==> src/rtl/score_pkg.sv <==
// Shared types and helpers for the score/lives tracker and the HUD.
package score_pkg;

  typedef enum logic [1:0] {
    PLAY     = 2'd0,
    COOLDOWN = 2'd1,
    OVER     = 2'd2
  } state_t;

  // Widest score any instance may use; helpers work on this width and callers truncate.
  localparam int MAX_DIGITS = 8;

  // BCD value of one invader row: bottom row earns base, each row upward adds step.
  function automatic logic [4*MAX_DIGITS-1:0] row_points_bcd(input int row, input int num_rows,
                                                             input int base, input int step);
    int v;
    logic [4*MAX_DIGITS-1:0] r;
    v = base + step * (num_rows - 1 - row);
    r = '0;
    for (int i = 0; i < MAX_DIGITS; i++) begin
      r[4*i +: 4] = 4'(v % 10);
      v = v / 10;
    end
    return r;
  endfunction

  // Magnitude compare of two BCD numbers, most significant differing digit decides.
  function automatic logic bcd_gt(input logic [4*MAX_DIGITS-1:0] a, input logic [4*MAX_DIGITS-1:0] b);
    logic gt;
    logic decided;
    gt = 1'b0;
    decided = 1'b0;
    for (int i = MAX_DIGITS - 1; i >= 0; i--) begin
      if (!decided && (a[4*i +: 4] != b[4*i +: 4])) begin
        gt = (a[4*i +: 4] > b[4*i +: 4]);
        decided = 1'b1;
      end
    end
    return gt;
  endfunction

endpackage

==> src/rtl/score_keeper_bcd_add.sv <==
// DIGITS-wide ripple BCD adder with carry in/out; purely combinational.
module bcd_add #(
  parameter int DIGITS = 3
) (
  input  logic [4*DIGITS-1:0] a,
  input  logic [4*DIGITS-1:0] b,
  input  logic                cin,
  output logic [4*DIGITS-1:0] sum,
  output logic                cout
);

  // Per-digit add with +6 correction when a digit exceeds 9.
  always_comb begin
    logic       c;
    logic [4:0] d;
    c   = cin;
    d   = '0;
    sum = '0;
    for (int i = 0; i < DIGITS; i++) begin
      d = {1'b0, a[4*i +: 4]} + {1'b0, b[4*i +: 4]} + {4'b0, c};
      if (d > 5'd9) begin
        d = d + 5'd6;
        c = 1'b1;
      end else begin
        c = 1'b0;
      end
      sum[4*i +: 4] = d[3:0];
    end
    cout = c;
  end

endmodule

==> src/rtl/score_keeper.sv <==
// Score, lives, invincibility window, game-over and high score for the game core.
// Kills are queued per row and served lowest row first, one per cycle.
module score_keeper
  import score_pkg::*;
#(
  parameter int NUM_ROWS        = 6,
  parameter int DIGITS          = 3,
  parameter int PTS_BASE        = 10,
  parameter int PTS_STEP        = 10,
  parameter int MAX_LIVES       = 5,
  parameter int START_LIVES     = 3,
  parameter int BONUS_DIGIT     = 2,
  parameter int COOLDOWN_FRAMES = 60,
  parameter int LW              = $clog2(MAX_LIVES + 1)
) (
  input  logic                clk,
  input  logic                rst,
  input  logic                new_game,
  input  logic                frame_tick,
  input  logic [NUM_ROWS-1:0] invader_hit,
  input  logic                player_hit,
  output logic [4*DIGITS-1:0] score,
  output logic [4*DIGITS-1:0] high_score,
  output logic [LW-1:0]       lives,
  output logic                invincible,
  output logic                game_over,
  output logic                extra_life
);

  localparam int SW = 4 * DIGITS;
  localparam int CW = $clog2(COOLDOWN_FRAMES + 1);
  localparam logic [SW-1:0] ALL_NINES = {DIGITS{4'h9}};

  state_t              state, state_nxt;
  logic [NUM_ROWS-1:0] pending, pending_nxt, served;
  logic [SW-1:0]       row_bcd, sum, score_nxt, high_nxt;
  logic                carry, scoring;
  logic [LW-1:0]       lives_nxt, lives_plus;
  logic [CW-1:0]       cnt, cnt_nxt;
  logic                bonus_nxt;

  // Pick the lowest pending row and look up its BCD point value.
  always_comb begin
    served  = pending & (~pending + NUM_ROWS'(1));
    row_bcd = '0;
    for (int i = 0; i < NUM_ROWS; i++) begin
      if (served[i]) row_bcd = SW'(row_points_bcd(i, NUM_ROWS, PTS_BASE, PTS_STEP));
    end
    scoring = (state != OVER) && (|served);
  end

  bcd_add #(.DIGITS(DIGITS)) u_add (
    .a    (score),
    .b    (row_bcd),
    .cin  (1'b0),
    .sum  (sum),
    .cout (carry)
  );

  // Next-state, scoring, lives and cooldown timer.
  always_comb begin
    state_nxt   = state;
    pending_nxt = pending;
    score_nxt   = score;
    high_nxt    = high_score;
    lives_nxt   = lives;
    lives_plus  = lives;
    cnt_nxt     = cnt;
    bonus_nxt   = 1'b0;
    if (new_game) begin
      state_nxt   = PLAY;
      pending_nxt = '0;
      score_nxt   = '0;
      lives_nxt   = LW'(START_LIVES);
      cnt_nxt     = '0;
    end else begin
      if (scoring) begin
        if (carry) begin
          score_nxt = ALL_NINES;
        end else begin
          score_nxt = sum;
          bonus_nxt = (sum[SW-1:4*BONUS_DIGIT] != score[SW-1:4*BONUS_DIGIT]);
        end
      end
      if (bonus_nxt && (lives < LW'(MAX_LIVES))) lives_plus = lives + LW'(1);
      lives_nxt = lives_plus;
      case (state)
        PLAY: begin
          pending_nxt = (pending & ~served) | invader_hit;
          if (player_hit) begin
            // A bonus landing in the same cycle as the hit can keep the player alive.
            if (lives_plus > LW'(1)) begin
              lives_nxt = lives_plus - LW'(1);
              cnt_nxt   = CW'(COOLDOWN_FRAMES);
              state_nxt = COOLDOWN;
            end else begin
              lives_nxt = '0;
              state_nxt = OVER;
            end
          end
        end
        COOLDOWN: begin
          pending_nxt = (pending & ~served) | invader_hit;
          if (frame_tick) begin
            cnt_nxt = cnt - CW'(1);
            if (cnt <= CW'(1)) begin
              cnt_nxt   = '0;
              state_nxt = PLAY;
            end
          end
        end
        OVER: begin
          pending_nxt = '0;
          // Score is frozen in OVER, so comparing every cycle equals comparing on entry.
          if (bcd_gt((4*MAX_DIGITS)'(score), (4*MAX_DIGITS)'(high_score))) high_nxt = score;
        end
        default: state_nxt = PLAY;
      endcase
    end
  end

  // State and datapath registers with asynchronous reset.
  always_ff @(posedge clk or posedge rst) begin
    if (rst) begin
      state      <= PLAY;
      pending    <= '0;
      score      <= '0;
      high_score <= '0;
      lives      <= LW'(START_LIVES);
      cnt        <= '0;
      extra_life <= 1'b0;
    end else begin
      state      <= state_nxt;
      pending    <= pending_nxt;
      score      <= score_nxt;
      high_score <= high_nxt;
      lives      <= lives_nxt;
      cnt        <= cnt_nxt;
      extra_life <= bonus_nxt;
    end
  end

  assign invincible = (state == COOLDOWN);
  assign game_over  = (state == OVER);

endmodule

==> config.mk <==
export PLATFORM = sky130hd
export DESIGN_NAME = score_keeper
export DESIGN_NICKNAME = d
export VERILOG_FILES = /design/src/rtl/score_pkg.sv /design/src/rtl/score_keeper_bcd_add.sv /design/src/rtl/score_keeper.sv
export SDC_FILE = /design/constraint.sdc
export NUM_CORES = 1
export LEC_CHECK = 0
export ABC_CLOCK_PERIOD_IN_PS = 17900
export CAP_MARGIN = 10
export CORE_ASPECT_RATIO = 0.5
export CORE_MARGIN = 2
export CORE_UTILIZATION = 61
export CTS_BUF_LIST = sky130_fd_sc_hd__clkbuf_8
export CTS_CLUSTER_SIZE = 40
export DETAILED_ROUTE_END_ITERATION = 8
export PLACE_DENSITY = 0.88
export SYNTH_ARGS = -nofsm -noshare
export SYNTH_HDL_FRONTEND = slang
export SYNTH_SLANG_ARGS = --single-unit
==> constraint.sdc <==
create_clock -name clk -period 17.9 [get_ports clk]
set_input_delay 4.475 -clock clk [delete_from_list [all_inputs] [get_ports clk]]
set_output_delay 4.475 -clock clk [all_outputs]
set_load 0.01 [all_outputs]
==> impl_metrics.ini, run 1 <==
[final_layout]
instances_no_fill = 410
area_delta_synth_final_pct = 18.6
final_layout_size_suffix_gt1_share_pct = 8.78
fin_nets = 390
fill_cells = 296
stdcell_area_sq_um = 3390
diodes = 0

[global_routing]
grt_start_max_net_pins = 43
grt_pass1_vias = 2338
grt_antenna_before_repair = 0
grt_usage_pct = 26.4
grt_pass1_wl_microns = 10800
grt.overflow.total = 0

[cts]
post_cts_buffers = 0
clk_latency_ns = 0.29
cts_hold_buf = 0
path_clk_slew_ns = 0.08
ctsHtreeMaxLevel = 2
cts_tree = built
cts_resized = 0
cts_made_buffers = 5
clockBufferDepth = 2
clockRootBuffer = clkbuf_8
cts_sinks = 42

[timing]
setup_violations = 0
tns_ns = 0
max_clock_freq_mhz = 140
rsz0062_at_grt = false
final_hold_viol_count = 0
clock_skew_ns = 0.00506
worstMarginPinSlew_ns = 1.19
slew_violations = 0
finalCritPeriodShare_pct = 39.8
setup_slack_ns = 10.77
post-route-min-period_ns = 7.13
max_slew_margin_pct = 20.3

[worst_setup_path]
r2r-end = state[1]
crit_fanout = 11
criticalPathCategory = reg2reg
startpoint_type = flip-flop
r2r_cells = 29
arrival_ns = 7.26
cp-end-kind = flip-flop
slowest_delay_ns = 0.64
reg2reg_slack_ns = 10.77
rr_startpoint = score[2]
cp.required_ns = 18.04
crit_top_cell = ha_1
cpMaxStageDelayCell = fa_1

[yosys]
synthesis.area_sq_um = 2860
synth-edff-count = 0
yosysWarnings = 0
synth_compound_area_share_pct = 19.4
async_reset_ff_share_pct = 100
synthFlopType = dfrtp_1
synth.distinct_cells = 58
synth.net_count = 350
syn-instance-count = 312
synth_seq_area_share_pct = 36.8
avgSynthCellArea_sq_um = 9.17
synth_top_family_by_area = compound AO/OA/AOI/OAI gates
yosys-top-cells-area = dfrtp_1, ha_1, nor2_1
synth-xor-area-share_pct = 2.14
yosys.area_share.simple_pct = 15.9
yosysTopAreaCell = dfrtp_1
synthAdderAreaFrac_pct = 12.3
ys_ff_latch = 42
synth_mux_area_share_pct = 7.56
netlist.area_leader.share_pct = 35.0

[drt]
num_vias = 2426
detail-route-antenna-nets = 0
wirelength_microns = 6280
drc = 0
viasPerCell = 5.92
routedWlPerCell_microns = 15.3
firstDrtPassIters = 5
first_iter_violations = 157

[place]
hpwlAfterDp_microns = 4570
dp_slack_ns = 10.88
place_inst = 402
io_buffers = 40
place_area_sq_um = 3300
place.gp.congestion = 0.981

[pwr]
cellLeakagePower_nw = 1.56
vdd_ir_drop_max_uv = 88.6
power_per_cell_area_nw_per_um2 = 155

[hold_path]
worstHoldEndpoint = pending[2]
whs_path_depth = 1
hold_start = pending[2]
hp-class = reg2reg

[floorplan]
start_util_pct = 64.4
die-width_microns = 101
dieArea_sq_um = 5290
coreArea_sq_um = 4450
dieHeight_microns = 52.4
num_rows = 17
ios = 41

[status]
status = completed

[job]
cap_viol_max_count = 0
-- cell usage after synthesis (4+ instances only) --
library cell,instances
dfrtp_1,40
inv_1,31
a21oi_1,23
nand3_1,5
nand2_1,14
mux2_2,10
a22o_1,4
nor2_1,34
nand2b_1,6
nor2b_1,5
ha_1,25
mux2i_1,7
nor3_1,12
xnor2_1,5
a21o_1,8
clkbuf_1,6
o21ai_0,20
-- per-layer routing --
metal	part of all wire, %	up-vias	global-route usage [%]
li1	-	1191	-
met1	48	1168	36.3
met2	47	65	43.1
met3	4.3	2	6.00
met4	0.43	0	5.71
met5	0	-	0
-- sequential cells by signal (all words and copies together), names as in the netlist --
name and flops:
cnt 6, state 2, lives 3, pending 6, high_score 12, extra_life 1, score 12
-- kinds of logic after synthesis --
kind of cell	after synthesis
muxes	20
and+or+nand+nor	92
DFF	42
xor gates and xnor gates	7
buffers and inverters	40
adders and majority gates	27
AOI/OAI and AO/OA	84
-- cell usage in the layout (no fill, tap or decap), types with 2 or more instances in the layout --
cell / count
mux2i_1: 7
a22o_1: 4
nand4_1: 2
clkdlybuf4s50_1: 40
o21ai_0: 19
a21o_1: 8
a31o_2: 2
a221oi_1: 2
a21oi_1: 23
a41oi_1: 2
fa_1: 2
nand3_1: 5
clkbuf_8: 6
dfrtp_1: 40
nor2b_1: 5
nor3_1: 12
o21a_1: 3
a31oi_1: 3
nand3b_1: 2
mux2_2: 10
dfstp_2: 2
inv_1: 31
nor2_1: 34
xnor2_1: 5
nand2b_1: 6
xor2_1: 2
mux2_1: 3
ha_1: 25
buf_4: 2
nand2_1: 14
o22ai_1: 2
-- area by class of cell --
cell class	instances	area [sq um]	area share (%)
Inverter	31	116	3.43
Clock buffer	6	82.6	2.43
Multi-Input combinational cell	230	1640	48.4
Sequential cell	42	1050	31.0
Clock inverter	2	12.5	0.369
Tap cell	57	71.3	2.10
Timing Repair Buffer	42	415	12.2
-- worst max-delay path by stage --
stage	start	end	slack [ns]	cells past startpoint
floorplan	score[1]	cnt[3]	11.80	30
finish	score[2]	state[1]	10.77	29
detailed placement	score[2]	cnt[5]	10.88	29
global route	score[1]	state[1]	10.19	29
global placement	new_game	high_score[4]	10.99	4
CTS	score[2]	state[1]	10.84	29
-- critical path, delay by kind of cell (launching register included) --
kind / cells / cell delay (ns)
adders and majority gates: 8 / 2.52
muxes: 2 / 0.43
AOI/OAI and AO/OA: 11 / 1.98
DFF: 1 / 0.43
and+or+nand+nor: 3 / 1.05
xor gates and xnor gates: 1 / 0.12
buffers and inverters: 4 / 0.44
-- metrics by stage --
stage	power (W)	util [%]	hold WS (ns)
4_1_cts	0.000525	76.3	0.537
6_report	0.000524	76.3	0.534
3_3_place_gp	0.000447	74.2	0.508
5_1_grt	0.000571	76.3	0.557
3_5_place_dp	0.000458	74.2	0.509
2_1_floorplan	0.000365	-	0.482
-- where the power goes --
part	internal (W)	switching, W	total [W]	leakage [nW]
combinational	0.000147	0.000153	0.000301	0.968
clock	0.0000310	0.0000339	0.0000650	0.0472
sequential	0.000125	0.0000337	0.000159	0.546
total	0.000304	0.000221	0.000524	1.56
Power figures use the tool's default switching activity.
==> run 2, diff against run 1 <==
--- a/config.mk
+++ b/config.mk
@@ -5,15 +5,15 @@
 export SDC_FILE = /design/constraint.sdc
 export NUM_CORES = 1
 export LEC_CHECK = 0
-export ABC_CLOCK_PERIOD_IN_PS = 17900
+export ABC_CLOCK_PERIOD_IN_PS = 7000
 export CAP_MARGIN = 10
 export CORE_ASPECT_RATIO = 0.5
 export CORE_MARGIN = 2
-export CORE_UTILIZATION = 61
+export CORE_UTILIZATION = 57
 export CTS_BUF_LIST = sky130_fd_sc_hd__clkbuf_8
 export CTS_CLUSTER_SIZE = 40
 export DETAILED_ROUTE_END_ITERATION = 8
-export PLACE_DENSITY = 0.88
+export PLACE_DENSITY = 0.83
 export SYNTH_ARGS = -nofsm -noshare
 export SYNTH_HDL_FRONTEND = slang
 export SYNTH_SLANG_ARGS = --single-unit
==> constraint.sdc (replaced) <==
create_clock -name clk -period 7 [get_ports clk]
set_input_delay 1.75 -clock clk [delete_from_list [all_inputs] [get_ports clk]]
set_output_delay 1.75 -clock clk [all_outputs]
set_load 0.01 [all_outputs]
==> impl_metrics.ini, run 2 (synthesis results as in run 1) <==
[job]
cap_viol_max_count = 0

[cts]
cts_sinks = 42
cts_tree = built
clk_latency_ns = 0.30
clockRootBuffer = clkbuf_8
path_clk_slew_ns = 0.08
cts_made_buffers = 5
cts_hold_buf = 0
ctsHtreeMaxLevel = 2
clockBufferDepth = 2

[final_layout]
final_layout_size_suffix_gt1_share_pct = 9.83
fin_nets = 393
stdcell_area_sq_um = 3440
post-route-util_pct = 70.4
reg.largest.list = high_score: 12 flops, score: 12 flops
diodes = 0
area_delta_synth_final_pct = 20.2
layout_common_cells = dfrtp_1, clkdlybuf4s50_1, nor2_1
instances_no_fill = 426

[floorplan]
dieHeight_microns = 54.1
dieArea_sq_um = 5640
start_util_pct = 58.6
ios = 41
die-width_microns = 104
num_rows = 18
coreArea_sq_um = 4890

[worst_setup_path]
criticalPathCategory = reg2reg
startpoint_type = flip-flop
path_buf_inv = 4
cp.required_ns = 7.18
crit_fanout = 7
cpMaxStageDelayCell = fa_1
slowest_delay_ns = 0.67
rr_startpoint = score[1]
startpoint = score[1]
cp-end-kind = flip-flop
arrival_ns = 6.84
cp_top_family = adder cells
crit_top_cell = ha_1

[pwr]
vdd_ir_drop_max_uv = 251
p_total_w = 0.00137
seqPwrFrac_pct = 29.8
clkPwrFrac_pct = 11.8
cellLeakagePower_nw = 1.58
p_int_w = 0.000786
power_frac_comb_pct = 58.3
switching_power_w = 0.000581
switching_share_pct = 42.5
power_per_cell_area_nw_per_um2 = 398

[timing]
worstMarginPinSlew_ns = 1.18
finalCritPeriodShare_pct = 95.1
max_clock_freq_mhz = 150
max_slew_margin_pct = 21.0
slew_violations = 0
setup_violations = 0
clock_skew_ns = 0.00546
final_hold_viol_count = 0
hold-worst-slack_ns = 0.543
post-route-min-period_ns = 6.65

[global_routing]
grt_pass1_wl_microns = 10500
grt_start_max_net_pins = 43
grt.overflow.total = 0
grt_antenna_before_repair = 0
grt_pass1_vias = 2261
grt_usage_pct = 23.7

[place]
io_buffers = 40
place.gp.congestion = 0.906
place_inst = 417
place_area_sq_um = 3330
hpwlAfterDp_microns = 4760

[status]
status = completed

[drt]
drc = 0
firstDrtPassIters = 4
detail-route-antenna-nets = 0
routedWlPerCell_microns = 15.1
wirelength_microns = 6440
num_vias = 2439
first_iter_violations = 208
viasPerCell = 5.73

[hold_path]
hp-class = reg2reg
hold_start = high_score[10]
==> run 2: layer usage <==
metal	global-route usage, %	share of wire [%]	wire, microns	up-vias
li1	-	-	-	1182
met1	29.4	46	2940	1175
met2	43.2	48	3110	71
met3	4.84	4.6	298	11
met4	7.21	1.3	86	0
met5	0	0	0	-
==> run 2: stage by stage <==
step                TNS (ns)  setup WS, ns
floorplan                  0         0.900
global placement           0         0.732
detailed placement         0         0.324
CTS                        0         0.280
global route          -0.375       -0.0986
finish                     0         0.345
==> run 2: final timing paths <==
kind	end	slack, ns	cells past startpoint
min in group asynchronous	high_score[7]	1.88	3
worst max-delay path	cnt[3]	0.35	29
worst max register to register	cnt[3]	0.35	29
max in group asynchronous	lives[1]	4.75	3
worst min register to register	high_score[10]	0.54	1
worst min-delay path	high_score[10]	0.54	1
==> run 2: worst reg2reg max path, delay by kind of cell, from the launching register on <==
kind,cells,cell delay [ns]
muxes,3,0.87
adders and majority gates,8,2.56
DFF,1,0.43
xor gates and xnor gates,1,0.11
AOI/OAI and AO/OA,10,1.49
buffers and inverters,4,0.37
and+or+nand+nor,3,0.70
==> run 2: power by group through the flow <==
stage | registers (W) | logic [W] | clock network (W)
6_report | 0.000408 | 0.000797 | 0.000162
5_1_grt | 0.000420 | 0.000884 | 0.000175
4_1_cts | 0.000406 | 0.000776 | 0.000164
3_5_place_dp | 0.000410 | 0.000770 | 0
3_3_place_gp | 0.000404 | 0.000734 | 0
2_1_floorplan | 0.000411 | 0.000523 | 0
==> run 2: timing repair <==
item	CTS	global route
setup endpoints to repair	0	11
setup buffers	0	1
resized for setup	0	2
==> run 2: cell type report <==
cell class / count / area [sq um]
multi-input combinational: 230 / 1650
fill: 388 / 1450
sequential: 42 / 1050
timing repair buffer: 45 / 438
inverter: 31 / 116
tap: 70 / 87.6
clock buffer: 6 / 82.6
clock inverter: 2 / 8.76
